**src/rtl/disp_stat_pkg.sv**
```systemverilog
// Shared types and constants for the display statistics capture stage.
// Saturating increment helper used by every event counter.
package disp_stat_pkg;

    typedef enum logic {
        LIVE   = 1'b0,
        FROZEN = 1'b1
    } frz_state_t;

    typedef enum logic [2:0] {
        PG_TOTAL = 3'd0,
        PG_ADD   = 3'd1,
        PG_PRICE = 3'd2,
        PG_QTY   = 3'd3,
        PG_ERR   = 3'd4,
        PG_TYPE  = 3'd5
    } page_t;

    localparam logic [7:0]  ADD_TYPE_DEFAULT = 8'h41;
    localparam logic [31:0] CNT_MAX          = 32'hFFFF_FFFF;
    localparam int          NUM_STATS        = 6;

    // Counters stick at their ceiling instead of wrapping.
    function automatic logic [31:0] sat_inc(input logic [31:0] cnt, input logic [31:0] max);
        logic [31:0] res;
        if (cnt >= max) begin
            res = cnt;
        end else begin
            res = cnt + 32'd1;
        end
        return res;
    endfunction

endpackage

```
**src/rtl/display_stat_capture_rise_edge.sv**
```systemverilog
// Rising-edge detector for a debounced button level.
// Reset primes the history with the live level so a held button yields no edge.
module rise_edge (
    input  logic clk_in,
    input  logic rst_in,
    input  logic level_in,
    output logic rise_out
);

    logic prev_q;

    // Level history register; reset loads the current level rather than zero.
    always_ff @(posedge clk_in) begin
        if (rst_in) begin
            prev_q <= level_in;
        end else begin
            prev_q <= level_in;
        end
    end

    assign rise_out = level_in & ~prev_q;

endmodule

```
**src/rtl/display_stat_capture.sv**
```systemverilog
// Debug statistics stage feeding the 7-segment driver: saturating counters,
// last-seen fields, page selection and a freeze snapshot for stable viewing.
module display_stat_capture
    import disp_stat_pkg::*;
#(
    parameter int         NUM_PAGES = 6,
    parameter logic [7:0] ADD_TYPE  = ADD_TYPE_DEFAULT,
    parameter int         CNT_W     = 32
) (
    input  logic             clk_in,
    input  logic             rst_in,
    input  logic             msg_valid_in,
    input  logic [7:0]       msg_type_in,
    input  logic             msg_err_in,
    input  logic [31:0]      price_in,
    input  logic [31:0]      qty_in,
    input  logic             btn_next_in,
    input  logic             btn_freeze_in,
    input  logic             btn_clear_in,
    output logic [CNT_W-1:0] val_out,
    output logic [2:0]       page_out,
    output logic             frozen_out
);

    localparam logic [31:0] SAT_MAX   = CNT_MAX >> (32 - CNT_W);
    localparam logic [2:0]  LAST_PAGE = 3'(NUM_PAGES - 1);

    logic             next_rise_s;
    logic             frz_rise_s;
    logic             clr_rise_s;

    frz_state_t       frz_q, frz_d;
    logic             snap_s;
    logic [2:0]       page_q, page_d;

    logic [CNT_W-1:0] total_q, total_d;
    logic [CNT_W-1:0] add_q, add_d;
    logic [CNT_W-1:0] err_q, err_d;
    logic [31:0]      price_q, price_d;
    logic [31:0]      qty_q, qty_d;
    logic [7:0]       type_q, type_d;

    logic [31:0]      total_inc_s, add_inc_s, err_inc_s, type_ext_s;
    logic [CNT_W-1:0] live_s   [NUM_STATS];
    logic [CNT_W-1:0] shadow_q [NUM_STATS];
    logic [CNT_W-1:0] val_q, val_d;

    rise_edge u_next_edge (
        .clk_in   (clk_in),
        .rst_in   (rst_in),
        .level_in (btn_next_in),
        .rise_out (next_rise_s)
    );

    rise_edge u_freeze_edge (
        .clk_in   (clk_in),
        .rst_in   (rst_in),
        .level_in (btn_freeze_in),
        .rise_out (frz_rise_s)
    );

    rise_edge u_clear_edge (
        .clk_in   (clk_in),
        .rst_in   (rst_in),
        .level_in (btn_clear_in),
        .rise_out (clr_rise_s)
    );

    // Live statistics next-state; a clear edge beats a same-cycle message.
    always_comb begin
        total_inc_s = sat_inc(32'(total_q), SAT_MAX);
        add_inc_s   = sat_inc(32'(add_q), SAT_MAX);
        err_inc_s   = sat_inc(32'(err_q), SAT_MAX);
        total_d     = total_q;
        add_d       = add_q;
        err_d       = err_q;
        price_d     = price_q;
        qty_d       = qty_q;
        type_d      = type_q;
        if (clr_rise_s) begin
            total_d = '0;
            add_d   = '0;
            err_d   = '0;
            price_d = 32'd0;
            qty_d   = 32'd0;
            type_d  = 8'd0;
        end else if (msg_valid_in) begin
            total_d = total_inc_s[CNT_W-1:0];
            if (msg_err_in) begin
                err_d = err_inc_s[CNT_W-1:0];
            end else begin
                price_d = price_in;
                qty_d   = qty_in;
                type_d  = msg_type_in;
                if (msg_type_in == ADD_TYPE) begin
                    add_d = add_inc_s[CNT_W-1:0];
                end else begin
                    add_d = add_q;
                end
            end
        end else begin
            total_d = total_q;
        end
    end

    // Page-ordered view of the live statistics, narrowed to the display width.
    always_comb begin
        type_ext_s               = {24'h0, type_q};
        live_s[int'(PG_TOTAL)]   = total_q;
        live_s[int'(PG_ADD)]     = add_q;
        live_s[int'(PG_PRICE)]   = price_q[CNT_W-1:0];
        live_s[int'(PG_QTY)]     = qty_q[CNT_W-1:0];
        live_s[int'(PG_ERR)]     = err_q;
        live_s[int'(PG_TYPE)]    = type_ext_s[CNT_W-1:0];
    end

    // Freeze FSM; the snapshot is taken only on the LIVE->FROZEN edge.
    always_comb begin
        frz_d  = frz_q;
        snap_s = 1'b0;
        case (frz_q)
            LIVE: begin
                if (frz_rise_s) begin
                    frz_d  = FROZEN;
                    snap_s = 1'b1;
                end else begin
                    frz_d = LIVE;
                end
            end
            FROZEN: begin
                if (frz_rise_s) begin
                    frz_d = LIVE;
                end else begin
                    frz_d = FROZEN;
                end
            end
            default: frz_d = LIVE;
        endcase
    end

    // Page selector wraps after the last page.
    always_comb begin
        if (next_rise_s) begin
            page_d = (page_q == LAST_PAGE) ? 3'd0 : page_q + 3'd1;
        end else begin
            page_d = page_q;
        end
    end

    // Display mux works from registered page/state, hence the one-cycle lag.
    always_comb begin
        val_d = '0;
        case (page_q)
            PG_TOTAL: val_d = (frz_q == FROZEN) ? shadow_q[0] : live_s[0];
            PG_ADD:   val_d = (frz_q == FROZEN) ? shadow_q[1] : live_s[1];
            PG_PRICE: val_d = (frz_q == FROZEN) ? shadow_q[2] : live_s[2];
            PG_QTY:   val_d = (frz_q == FROZEN) ? shadow_q[3] : live_s[3];
            PG_ERR:   val_d = (frz_q == FROZEN) ? shadow_q[4] : live_s[4];
            PG_TYPE:  val_d = (frz_q == FROZEN) ? shadow_q[5] : live_s[5];
            default:  val_d = '0;
        endcase
    end

    // Main state registers.
    always_ff @(posedge clk_in) begin
        if (rst_in) begin
            frz_q   <= LIVE;
            page_q  <= 3'd0;
            total_q <= '0;
            add_q   <= '0;
            err_q   <= '0;
            price_q <= 32'd0;
            qty_q   <= 32'd0;
            type_q  <= 8'd0;
            val_q   <= '0;
        end else begin
            frz_q   <= frz_d;
            page_q  <= page_d;
            total_q <= total_d;
            add_q   <= add_d;
            err_q   <= err_d;
            price_q <= price_d;
            qty_q   <= qty_d;
            type_q  <= type_d;
            val_q   <= val_d;
        end
    end

    // Shadow copy captures pre-edge live values, so same-cycle clears are excluded.
    always_ff @(posedge clk_in) begin
        if (rst_in) begin
            for (int i = 0; i < NUM_STATS; i++) begin
                shadow_q[i] <= '0;
            end
        end else if (snap_s) begin
            for (int i = 0; i < NUM_STATS; i++) begin
                shadow_q[i] <= live_s[i];
            end
        end else begin
            for (int i = 0; i < NUM_STATS; i++) begin
                shadow_q[i] <= shadow_q[i];
            end
        end
    end

    assign val_out    = val_q;
    assign page_out   = page_q;
    assign frozen_out = (frz_q == FROZEN);

endmodule

```
**config.mk**
```make
export PLATFORM = sky130hd
export DESIGN_NAME = display_stat_capture
export DESIGN_NICKNAME = d
export VERILOG_FILES = /design/src/rtl/disp_stat_pkg.sv /design/src/rtl/display_stat_capture_rise_edge.sv /design/src/rtl/display_stat_capture.sv
export SDC_FILE = /design/constraint.sdc
export NUM_CORES = 1
export LEC_CHECK = 0
export CORE_MARGIN = 2
export CORE_UTILIZATION = 47
export DETAILED_ROUTE_END_ITERATION = 8
export GPL_TIMING_DRIVEN = 0
export PLACE_DENSITY = 0.68
export SYNTH_ARGS = -nofsm -noshare
export SYNTH_HDL_FRONTEND = slang
export SYNTH_SLANG_ARGS = --single-unit
```
**constraint.sdc**
```tcl
create_clock -name clk_in -period 4.5 [get_ports clk_in]
set_clock_uncertainty 0.2 [all_clocks]
set_input_delay 1.125 -clock clk_in [delete_from_list [all_inputs] [get_ports clk_in]]
set_output_delay 1.125 -clock clk_in [all_outputs]
set_load 0.05 [all_outputs]
```
==> flow_metrics.env, run 1 <==
export IMPL_status="finished, final reports clean"
export IMPL_gp_congestion=0.928
export IMPL_cts_tree="done"
export IMPL_fmaxAchievable_mhz=263
export IMPL_clk_path_buf_depth=3
export IMPL_num_nets_final=1977
export IMPL_vias=14400
export IMPL_io_pins=115
export IMPL_postSynthCellCount=1734
export IMPL_worst_path_most_repeated_cell="clkbuf_1"
export IMPL_synth_xor_xnor_area_share=0.0137
export IMPL_ir_drop_uv=199
export IMPL_numCtsBuffers=42
export IMPL_sw_frac_of_total=0.243
export IMPL_synth_top_cell_area_share=0.292
export IMPL_grt_overflow=0
export IMPL_fin_crit_sh=0.846
export IMPL_synth_avg_cell_area_sq_um=9.96
export IMPL_core_sq_um=36400
export IMPL_switchingPower_uw=1970
export IMPL_synth_simple_area_share=0.213
export IMPL_setup_tns_final_ps=0
export IMPL_insertion_delay_ps=550
export IMPL_cp_top_family="buffers and inverters"
export IMPL_grt_pass1_wl_um=81300
export IMPL_num_fill_cells=3180
export IMPL_htreeDepth=2
export IMPL_synth_largest_area_cell="edfxtp_1"
export IMPL_synthMuxAreaShare=0.0734
export IMPL_yosysSeqAreaShare=0.532
export IMPL_synth_top_family_by_area="simple AND/OR/NAND/NOR gates"
export IMPL_yosysMostFrequentCell="dfxtp_1"
export IMPL_slew_headroom=0.255
export IMPL_syn_nets=1818
export IMPL_final_hold_violation_count=0
export IMPL_p_leak_uw=0.00685
export IMPL_critPathCaptureType="register"
export IMPL_grt_max_degree=55
export IMPL_min_path_type="reg -> reg"
export IMPL_path_buf_inv=4
export IMPL_critPathLaunchType="input port"
export IMPL_critPathSlowestCell="clkbuf_1"
export IMPL_slew_violations=0
export IMPL_synthAdderAreaFrac=0.00362
export IMPL_synth_area_leaders="edfxtp_1 (29%), dfxtp_1 (24%), mux2i_1 (6.5%)"
export IMPL_portBuffers=112
export IMPL_criticalPathCategory="in -> reg"
export IMPL_antenna_found_initial=0
export IMPL_firstDrtPassIters=7
export IMPL_ys_types=62
export IMPL_cpPeakStageDelay_ps=830
export IMPL_powerDensity_nw_per_um2=395
export IMPL_post_cts_buffers=0
export IMPL_dominantRegCellSynth="dfxtp_1"
export IMPL_cp_required_ps=4690
export IMPL_synth_compound_area_share=0.130
export IMPL_cts_hold_buffers=0
export IMPL_maxCapViolations=0
export IMPL_yosys_warnings=0
export IMPL_antenna_left=0
export IMPL_syn_area_sq_um=17300
export IMPL_drt_initial_drc_count=1499
export IMPL_regArea_sq_um=9190
export IMPL_async_reset_ff_frac=0
export IMPL_clkSlewWorstSetupHoldPaths_ps=60
export IMPL_n_antenna_cell=0
export IMPL_track_usage=0.278
export IMPL_worst_pin_slew_ps=1120
export IMPL_crit_arrival_ps=3990
export IMPL_die_y_um=196
export IMPL_start_util=0.474
export IMPL_rows=70
export IMPL_clockPowerShare=0.446
export IMPL_multi_input_area_sq_um=7500
export IMPL_fin_ws_ps=694
export IMPL_pre_cts_ws_ps=231
export IMPL_rsz0062_at_grt="false"
export IMPL_fp_dieW_um=196
export IMPL_worstPathCellList="clkdlybuf4s50_1, a21o_1, clkbuf_1, clkbuf_1, buf_1, a21oi_1"
export IMPL_crit_fanout=10
export IMPL_cts_root_buf="clkbuf_16"
export IMPL_clkSinkCount=375
export IMPL_grt_pass1_vias=13700
export IMPL_setup_viol=0
export IMPL_wl_per_cell_um=22.5
export IMPL_fin_crit_ps=3810
export IMPL_die_area_sq_um=38300
export IMPL_comb_power_share=0.092
export IMPL_synth_commonest_cells="dfxtp_1 (207), nand2_1 (203), edfxtp_1 (168)"
export IMPL_ctsResizeCount=0
export IMPL_synth_edf_count=168
export IMPL_drt_wl_total_um=53800
export IMPL_drive_above_1_share=0.0618
export IMPL_hpwl_um=38900
export IMPL_seq_power_share=0.462
export IMPL_p_int_uw=6130
export IMPL_vias_per_cell=6.02
export IMPL_area_delta_synth_final_pct=18.8
export IMPL_drc_errors=0
export IMPL_synth_seq_cells=375
## kinds of logic (layout without fill, tap and decap cells)
| family | Yosys count | count (layout) |
|---|---|---|
| AND/OR/NAND/NOR | 710 | 710 |
| flip-flops | 375 | 375 |
| AO/OA/AOI/OAI | 344 | 344 |
| buffers and inverters | 148 | 341 |
| multiplexers | 125 | 125 |
| XOR/XNOR | 27 | 27 |
| adder cells (fa/ha/maj) | 5 | 5 |
## worst reg2reg max path: stages, from the launching register on
cell and delay (ps):
dfxtp_1 340, buf_2 260, inv_1 270, clkbuf_1 610
ha_1 380, or2_4 460, buf_12 300, buf_16 310
## metrics by stage
stage	hold slack, ps	total power [uW]	instance area, sq um	utilization	std cells
after global placement	250	4540	19000	0.521	2314
after detailed placement	260	4550	19100	0.523	2317
after CTS	268	8140	20500	0.563	2395
after global routing	290	8320	20500	0.563	2395
final	268	8110	20500	0.563	2395
after floorplan	242	4220	17300	-	1734
## metal layers
layer,vias to the layer above,share of wire,GRT usage
li1,6659,-,-
met1,6990,0.42,0.380
met2,657,0.43,0.417
met3,121,0.094,0.0622
met4,0,0.055,0.146
met5,-,0,0
## layout by cell type, fill, tap and decap left out, types with 11 or more instances in the layout
| cell | instances |
|---|---|
| nand2_1 | 203 |
| clkdlybuf4s50_1 | 112 |
| mux2_2 | 13 |
| mux2i_1 | 112 |
| nand3_1 | 32 |
| o31a_1 | 25 |
| buf_1 | 20 |
| edfxtp_1 | 168 |
| inv_1 | 14 |
| o22ai_1 | 33 |
| dfxtp_1 | 207 |
| and3_1 | 14 |
| a21oi_1 | 134 |
| nor2b_1 | 157 |
| nor3_1 | 11 |
| or4_1 | 18 |
| and2_1 | 17 |
| nor2_1 | 125 |
| clkbuf_1 | 97 |
| xnor2_1 | 15 |
| o31ai_1 | 14 |
| a221oi_1 | 49 |
| nor4_1 | 11 |
| xor2_1 | 12 |
| clkbuf_16 | 45 |
| o21ai_0 | 37 |
| or3_1 | 33 |
| buf_2 | 17 |
| nand4_1 | 47 |
| and4_1 | 20 |
## sequential cells by signal (all words and copies together), names as in the netlist
signal and flops:
val_out 32, shadow_q 168, total_q 32, err_q 32, qty_q 32, price_q 32
u_freeze_edge.prev_q 1, add_q 32, type_q 8, u_next_edge.prev_q 1, u_clear_edge.prev_q 1, page_out 3
frozen_out 1
## final timing paths
kind / from / to / slack (ps) / cells after the start
max: btn_clear_in / qty_q[31]$_SDFFE_PP0P_ / 690 / 6
min: type_q[3]$_SDFFE_PP0P_ / type_q[3]$_SDFFE_PP0P_ / 270 / 2
max reg2reg: frozen_out$_SDFF_PP0_ / shadow_q[2][23]$_SDFFCE_PN0P_ / 990 / 7
min reg2reg: type_q[3]$_SDFFE_PP0P_ / type_q[3]$_SDFFE_PP0P_ / 270 / 2
## power by group through the flow
stage / Combinational [uW] / Clock, uW / Sequential (uW)
2_1_floorplan: 347 / 0 / 3870
3_3_place_gp: 714 / 0 / 3820
3_5_place_dp: 732 / 0 / 3820
4_1_cts: 735 / 3660 / 3740
5_1_grt: 782 / 3780 / 3760
6_report: 745 / 3620 / 3740
## cell type report
type | instances | area share
Buffer | 134 | 0.0260
Clock buffer | 54 | 0.0589
Clock inverter | 24 | 0.0127
Inverter | 14 | 0.00256
Multi-Input combinational cell | 1211 | 0.365
Sequential cell | 375 | 0.448
Tap cell | 468 | 0.0285
Timing Repair Buffer | 115 | 0.0583
No activity file was read; power rests on OpenSTA's default activity.
==> inputs of run 2 (changes only) <==
Clock period 4.5 ns to 3.2 ns, I/O delays scaled along.
==> run 2 against run 1 <==
Effect of this change: sequential power increased by 41%; hold slack lost 4.9 ps; non-clock buffer count decreased by 2; final area shrank 0.76%; first-iteration DRC count is 5.7% lower; total power rose by 36%; sequential cell count stayed put; clock-buffer cell count grew 8; cell count about the same; highest routed layer unchanged.
==> flow_metrics.env, run 2 (synthesized netlist as in run 1, its figures left out) <==
export IMPL_start_util=0.474
export IMPL_portBuffers=112
export IMPL_p_int_uw=8280
export IMPL_p_total_uw=11000
export IMPL_reg2reg_depth=8
export IMPL_seq_power_share=0.479
export IMPL_critPathLaunchType="input port"
export IMPL_maxCapViolations=0
export IMPL_p_leak_uw=0.00678
export IMPL_firstDrtPassIters=5
export IMPL_drt_initial_drc_count=1413
export IMPL_top_register="shadow_q"
export IMPL_ir_drop_uv=351
export IMPL_rows=70
export IMPL_cp_depth=7
export IMPL_vias=14400
export IMPL_vias_per_cell=6.01
export IMPL_final_cell_count_no_fill=2394
export IMPL_drive_above_1_share=0.0608
export IMPL_fmaxAchievable_mhz=321
export IMPL_htreeDepth=2
export IMPL_clk_path_buf_depth=3
export IMPL_min_path_cells=2
export IMPL_grt_max_degree=64
export IMPL_hpwl_um=38500
export IMPL_slew_violations=0
export IMPL_rsz0062_at_grt="false"
export IMPL_worstPathCellList="clkdlybuf4s50_1, nor4bb_2, nand4_1, clkbuf_1, a311o_1, or4_1, nand2_1"
export IMPL_cp_required_ps=3490
export IMPL_fp_dieW_um=196
export IMPL_crit_arrival_ps=3400
export IMPL_largest_reg_flops=168
export IMPL_drc_errors=0
export IMPL_cpPeakStageDelay_ps=500
export IMPL_io_pins=115
export IMPL_comb_power_share=0.094
export IMPL_critPathSlowestCell="nor4bb_2"
export IMPL_final_hold_violation_count=0
export IMPL_cts_root_buf="clkbuf_16"
export IMPL_fin_util=0.559
export IMPL_cts_hold_buffers=0
export IMPL_clkSlewWorstSetupHoldPaths_ps=60
export IMPL_insertion_delay_ps=550
export IMPL_clkSinkCount=375
export IMPL_path_buf_inv=2
export IMPL_hold_ws_ps=264
export IMPL_area_delta_synth_final_pct=17.9
export IMPL_num_nets_final=1976
export IMPL_wl_per_cell_um=22.6
export IMPL_cts_tree="done"
export IMPL_fin_crit_ps=3110
export IMPL_min_path_type="reg -> reg"
export IMPL_antenna_found_initial=0
export IMPL_die_y_um=196
export IMPL_pre_cts_ws_ps=-641
export IMPL_criticalPathCategory="in -> reg"
export IMPL_r2r_slack_ps=120
export IMPL_layout_commonest_cell="dfxtp_1"
export IMPL_fin_crit_sh=0.972
export IMPL_grt_pass1_wl_um=81500
export IMPL_mostFrequentLayoutCells="dfxtp_1 (207), nand2_1 (202), edfxtp_1 (168), nor2b_1 (157), a21oi_1 (134)"
export IMPL_crit_fanout=10
export IMPL_powerDensity_nw_per_um2=539
export IMPL_switchingPower_uw=2710
export IMPL_grt_pass1_vias=13600
export IMPL_worst_pin_slew_ps=877
export IMPL_num_fill_cells=3188
export IMPL_slew_headroom=0.407
export IMPL_drt_wl_total_um=54000
export IMPL_grt_overflow=0
export IMPL_status="finished, final reports clean"
export IMPL_core_sq_um=36400
export IMPL_gp_congestion=0.910
export IMPL_die_area_sq_um=38300
export IMPL_clockPowerShare=0.427
export IMPL_sw_frac_of_total=0.246
export IMPL_cp_top_family="simple AND/OR/NAND/NOR gates"
export IMPL_antenna_left=0
export IMPL_place_inst=2316
export IMPL_numCtsBuffers=41
export IMPL_setup_viol=0
export IMPL_track_usage=0.279
export IMPL_fin_ws_ps=88.6
export IMPL_critPathCaptureType="register"
## run 2: cell count changes in the layout (fill, tap and decap cells not counted), moves of 2 or more
cell,delta
clkinvlp_4,-3
clkinv_2,-3
clkbuf_1,+3
clkinv_1,+2
clkbuf_2,+7
clkbuf_16,-2
clkinv_4,-2
or2_2,+2
bufinv_16,-3
## run 2: per-stage QoR
step	setup TNS [ps]	area [sq um]
after floorplan	0	17300
after global placement	-237970	19000
after detailed placement	-103800	19000
after CTS	0	20400
after global routing	0	20400
final	0	20400
## run 2: final cells by class
cell class	count	area, sq um	share of cell area
clock inverter	14	116	0.00571
multi-input combinational	1213	7530	0.370
buffer	134	546	0.0268
antenna	1	2.50	0.000123
timing repair buffer	113	1150	0.0564
clock buffer	62	1200	0.0588
inverter	14	52.6	0.00258
tap	468	586	0.0287
sequential	375	9190	0.451
## run 2: repair_timing
item                                    4_1_cts  5_1_grt
buffers inserted                              0        0
gates resized for setup                       5       13
cloned                                        1        1
endpoints found under the setup margin      168      133
## run 2: power groups by stage
| stage | Sequential [uW] | Combinational, uW | Clock [uW] |
|---|---|---|---|
| global route | 5280 | 1080 | 4890 |
| floorplan | 5440 | 489 | 0 |
| global placement | 5370 | 998 | 0 |
| detailed placement | 5370 | 1020 | 0 |
| finish | 5270 | 1030 | 4690 |
| CTS | 5260 | 1020 | 4720 |
## run 2: final timing paths
path	endpoint	from
hold reg to reg	price_q[24]$_SDFFE_PP0P_	price_q[24]$_SDFFE_PP0P_
setup reg to reg	val_out[17]$_SDFF_PP0_	page_out[0]$_SDFFE_PP0P_
hold / removal	price_q[24]$_SDFFE_PP0P_	price_q[24]$_SDFFE_PP0P_
setup / recovery	add_q[4]$_SDFFE_PP0P_	msg_type_in[6]
## run 2: routing by layer
layer,track usage,part of all wire
met1,0.392,0.44
met2,0.427,0.44
met3,0.0416,0.071
met4,0.129,0.048
met5,0,0
## run 2: worst min-delay path: stages, from the launching register on
cell and delay, ps:
dfxtp_1 310, nand2_1 50, a21oi_1 50
==> inputs of run 3 (changes only) <==
Settings changed: CORE_UTILIZATION 47 to 40, CTS_CLUSTER_SIZE set to 20, PLACE_DENSITY 0.68 to unset.
==> run 3 against run 2 <==
Effect of this change: die area grew 17%; non-clock buffer count grew 2; register-to-register slack gained 20 ps; sequential power is essentially flat; routed wire length grew 3.8%; first-iteration DRC count grew 14%; largest cell class unchanged.
==> flow_metrics.env, run 3 (synthesized netlist as in run 1, its figures left out) <==
export IMPL_fin_crit_sh=0.973
export IMPL_worst_pin_slew_ps=1100
export IMPL_place_inst=2434
export IMPL_critPathLaunchType="input port"
export IMPL_firstDrtPassIters=8
export IMPL_final_hold_violation_count=0
export IMPL_cts_tree="done"
export IMPL_ir_drop_uv=310
export IMPL_cts_root_buf="clkbuf_16"
export IMPL_crit_arrival_ps=3320
export IMPL_fin_crit_ps=3110
export IMPL_cp_required_ps=3400
export IMPL_final_cell_count_no_fill=2510
export IMPL_track_usage=0.249
export IMPL_status="finished, final reports clean"
export IMPL_comb_power_share=0.096
export IMPL_p_leak_uw=0.00684
export IMPL_grt_pass1_wl_um=83900
export IMPL_n_antenna_cell=0
export IMPL_hpwl_um=40400
export IMPL_fmaxAchievable_mhz=321
export IMPL_slew_violations=0
export IMPL_drt_wl_total_um=56100
export IMPL_core_sq_um=42900
export IMPL_criticalPathCategory="in -> reg"
export IMPL_slew_headroom=0.264
export IMPL_fin_util=0.481
export IMPL_switchingPower_uw=2760
export IMPL_num_nets_final=1977
export IMPL_critPathCaptureType="register"
export IMPL_mostFrequentLayoutCells="dfxtp_1 (207), nand2_1 (202), edfxtp_1 (168), nor2b_1 (157), a21oi_1 (134)"
export IMPL_start_util=0.403
export IMPL_gp_congestion=0.922
export IMPL_powerDensity_nw_per_um2=539
export IMPL_setup_viol=0
export IMPL_insertion_delay_ps=560
export IMPL_seq_power_share=0.474
export IMPL_p_total_uw=11100
export IMPL_clockPowerShare=0.430
export IMPL_grt_overflow=0
export IMPL_numCtsBuffers=41
export IMPL_clkSlewWorstSetupHoldPaths_ps=60
export IMPL_drive_above_1_share=0.0706
export IMPL_rsz0062_at_grt="false"
export IMPL_antenna_found_initial=0
export IMPL_htreeDepth=2
export IMPL_die_y_um=212
export IMPL_crit_fanout=10
export IMPL_largest_reg_flops=168
export IMPL_die_area_sq_um=44900
export IMPL_maxCapViolations=0
export IMPL_wl_per_cell_um=22.3
export IMPL_cts_hold_buffers=0
export IMPL_min_path_type="reg -> reg"
export IMPL_portBuffers=112
export IMPL_antenna_left=0
export IMPL_clkSinkCount=375
export IMPL_p_int_uw=8350
export IMPL_clk_path_buf_depth=3
export IMPL_rows=76
export IMPL_grt_max_degree=53
export IMPL_sw_frac_of_total=0.248
export IMPL_fp_dieW_um=212
export IMPL_drt_initial_drc_count=1615
export IMPL_drc_errors=0
export IMPL_io_pins=115
export IMPL_vias=14400
export IMPL_grt_pass1_vias=13400
export IMPL_top_register="shadow_q"
export IMPL_layout_commonest_cell="dfxtp_1"
export IMPL_area_delta_synth_final_pct=19.3
export IMPL_vias_per_cell=5.74
export IMPL_num_fill_cells=3988
==> run 3: cell count changes in the layout (fill, tap and decap cells not counted), moves of 2 or more <==
cell,before,now
clkinv_1,6,2
bufinv_16,2,4
clkbuf_16,43,41
clkbuf_1,100,90
clkinvlp_4,0,4
buf_1,20,15
clkbuf_2,9,16
buf_16,1,3
clkinv_2,5,9
==> run 3: repair_timing <==
item | in CTS | in global routing
setup buffers | 0 | 1
endpoints found under the setup margin | 154 | 152
cloned | 1 | 0
resized for setup | 9 | 19
pin swaps | 0 | 0
endpoints found under the hold margin | 0 | 0
==> run 3: through the flow <==
| stage | instance area, sq um | hold slack (ps) | setup TNS, ps | setup slack [ps] |
|---|---|---|---|---|
| floorplan | 17300 | 242 | 0 | 1.14 |
| global placement | 19100 | 256 | -273130 | -1210 |
| detailed placement | 19200 | 264 | -107530 | -809 |
| CTS | 20600 | 272 | 0 | 1.41 |
| global route | 20600 | 293 | 0 | 4.04 |
| finish | 20600 | 270 | 0 | 87.3 |
==> run 3: path summary, 6_finish.rpt <==
path	startpoint	cells after the start	to	slack, ps
worst max-delay path	btn_clear_in	6	err_q[22]$_SDFFE_PP0P_	90
worst min register to register	price_q[18]$_SDFFE_PP0P_	2	price_q[18]$_SDFFE_PP0P_	270
worst max register to register	frozen_out$_SDFF_PP0_	7	val_out[28]$_SDFF_PP0_	140
worst min-delay path	price_q[18]$_SDFFE_PP0P_	2	price_q[18]$_SDFFE_PP0P_	270
==> run 3: routing by layer <==
layer  track usage  part of all wire  up-vias
met1         0.357              0.44     7049
met3        0.0378             0.076      100
li1              -                 -     6667
met5             0                 0        -
met2         0.381              0.44      580
met4        0.0937             0.040        0
==> run 3: power by group through the flow <==
stage	clock network, uW	registers (uW)	logic, uW
floorplan	0	5440	489
global placement	0	5370	1030
detailed placement	0	5370	1050
CTS	4840	5260	1060
global route	5050	5280	1120
finish	4780	5260	1070
==> run 3: worst max-delay path, stage by stage <==
cell and delay (ps):
clkdlybuf4s50_1 510, a21o_1 120, clkbuf_1 560, clkbuf_2 490
clkbuf_1 710, nor2_1 110
==> run 3: layout make-up <==
cell class | instances | area [sq um] | area share
Buffer | 133 | 552 | 0.0268
Clock buffer | 54 | 1120 | 0.0546
Clock inverter | 21 | 220 | 0.0107
Inverter | 14 | 52.6 | 0.00255
Multi-Input combinational cell | 1212 | 7530 | 0.365
Sequential cell | 375 | 9190 | 0.446
Tap cell | 585 | 732 | 0.0355
Timing Repair Buffer | 116 | 1210 | 0.0588
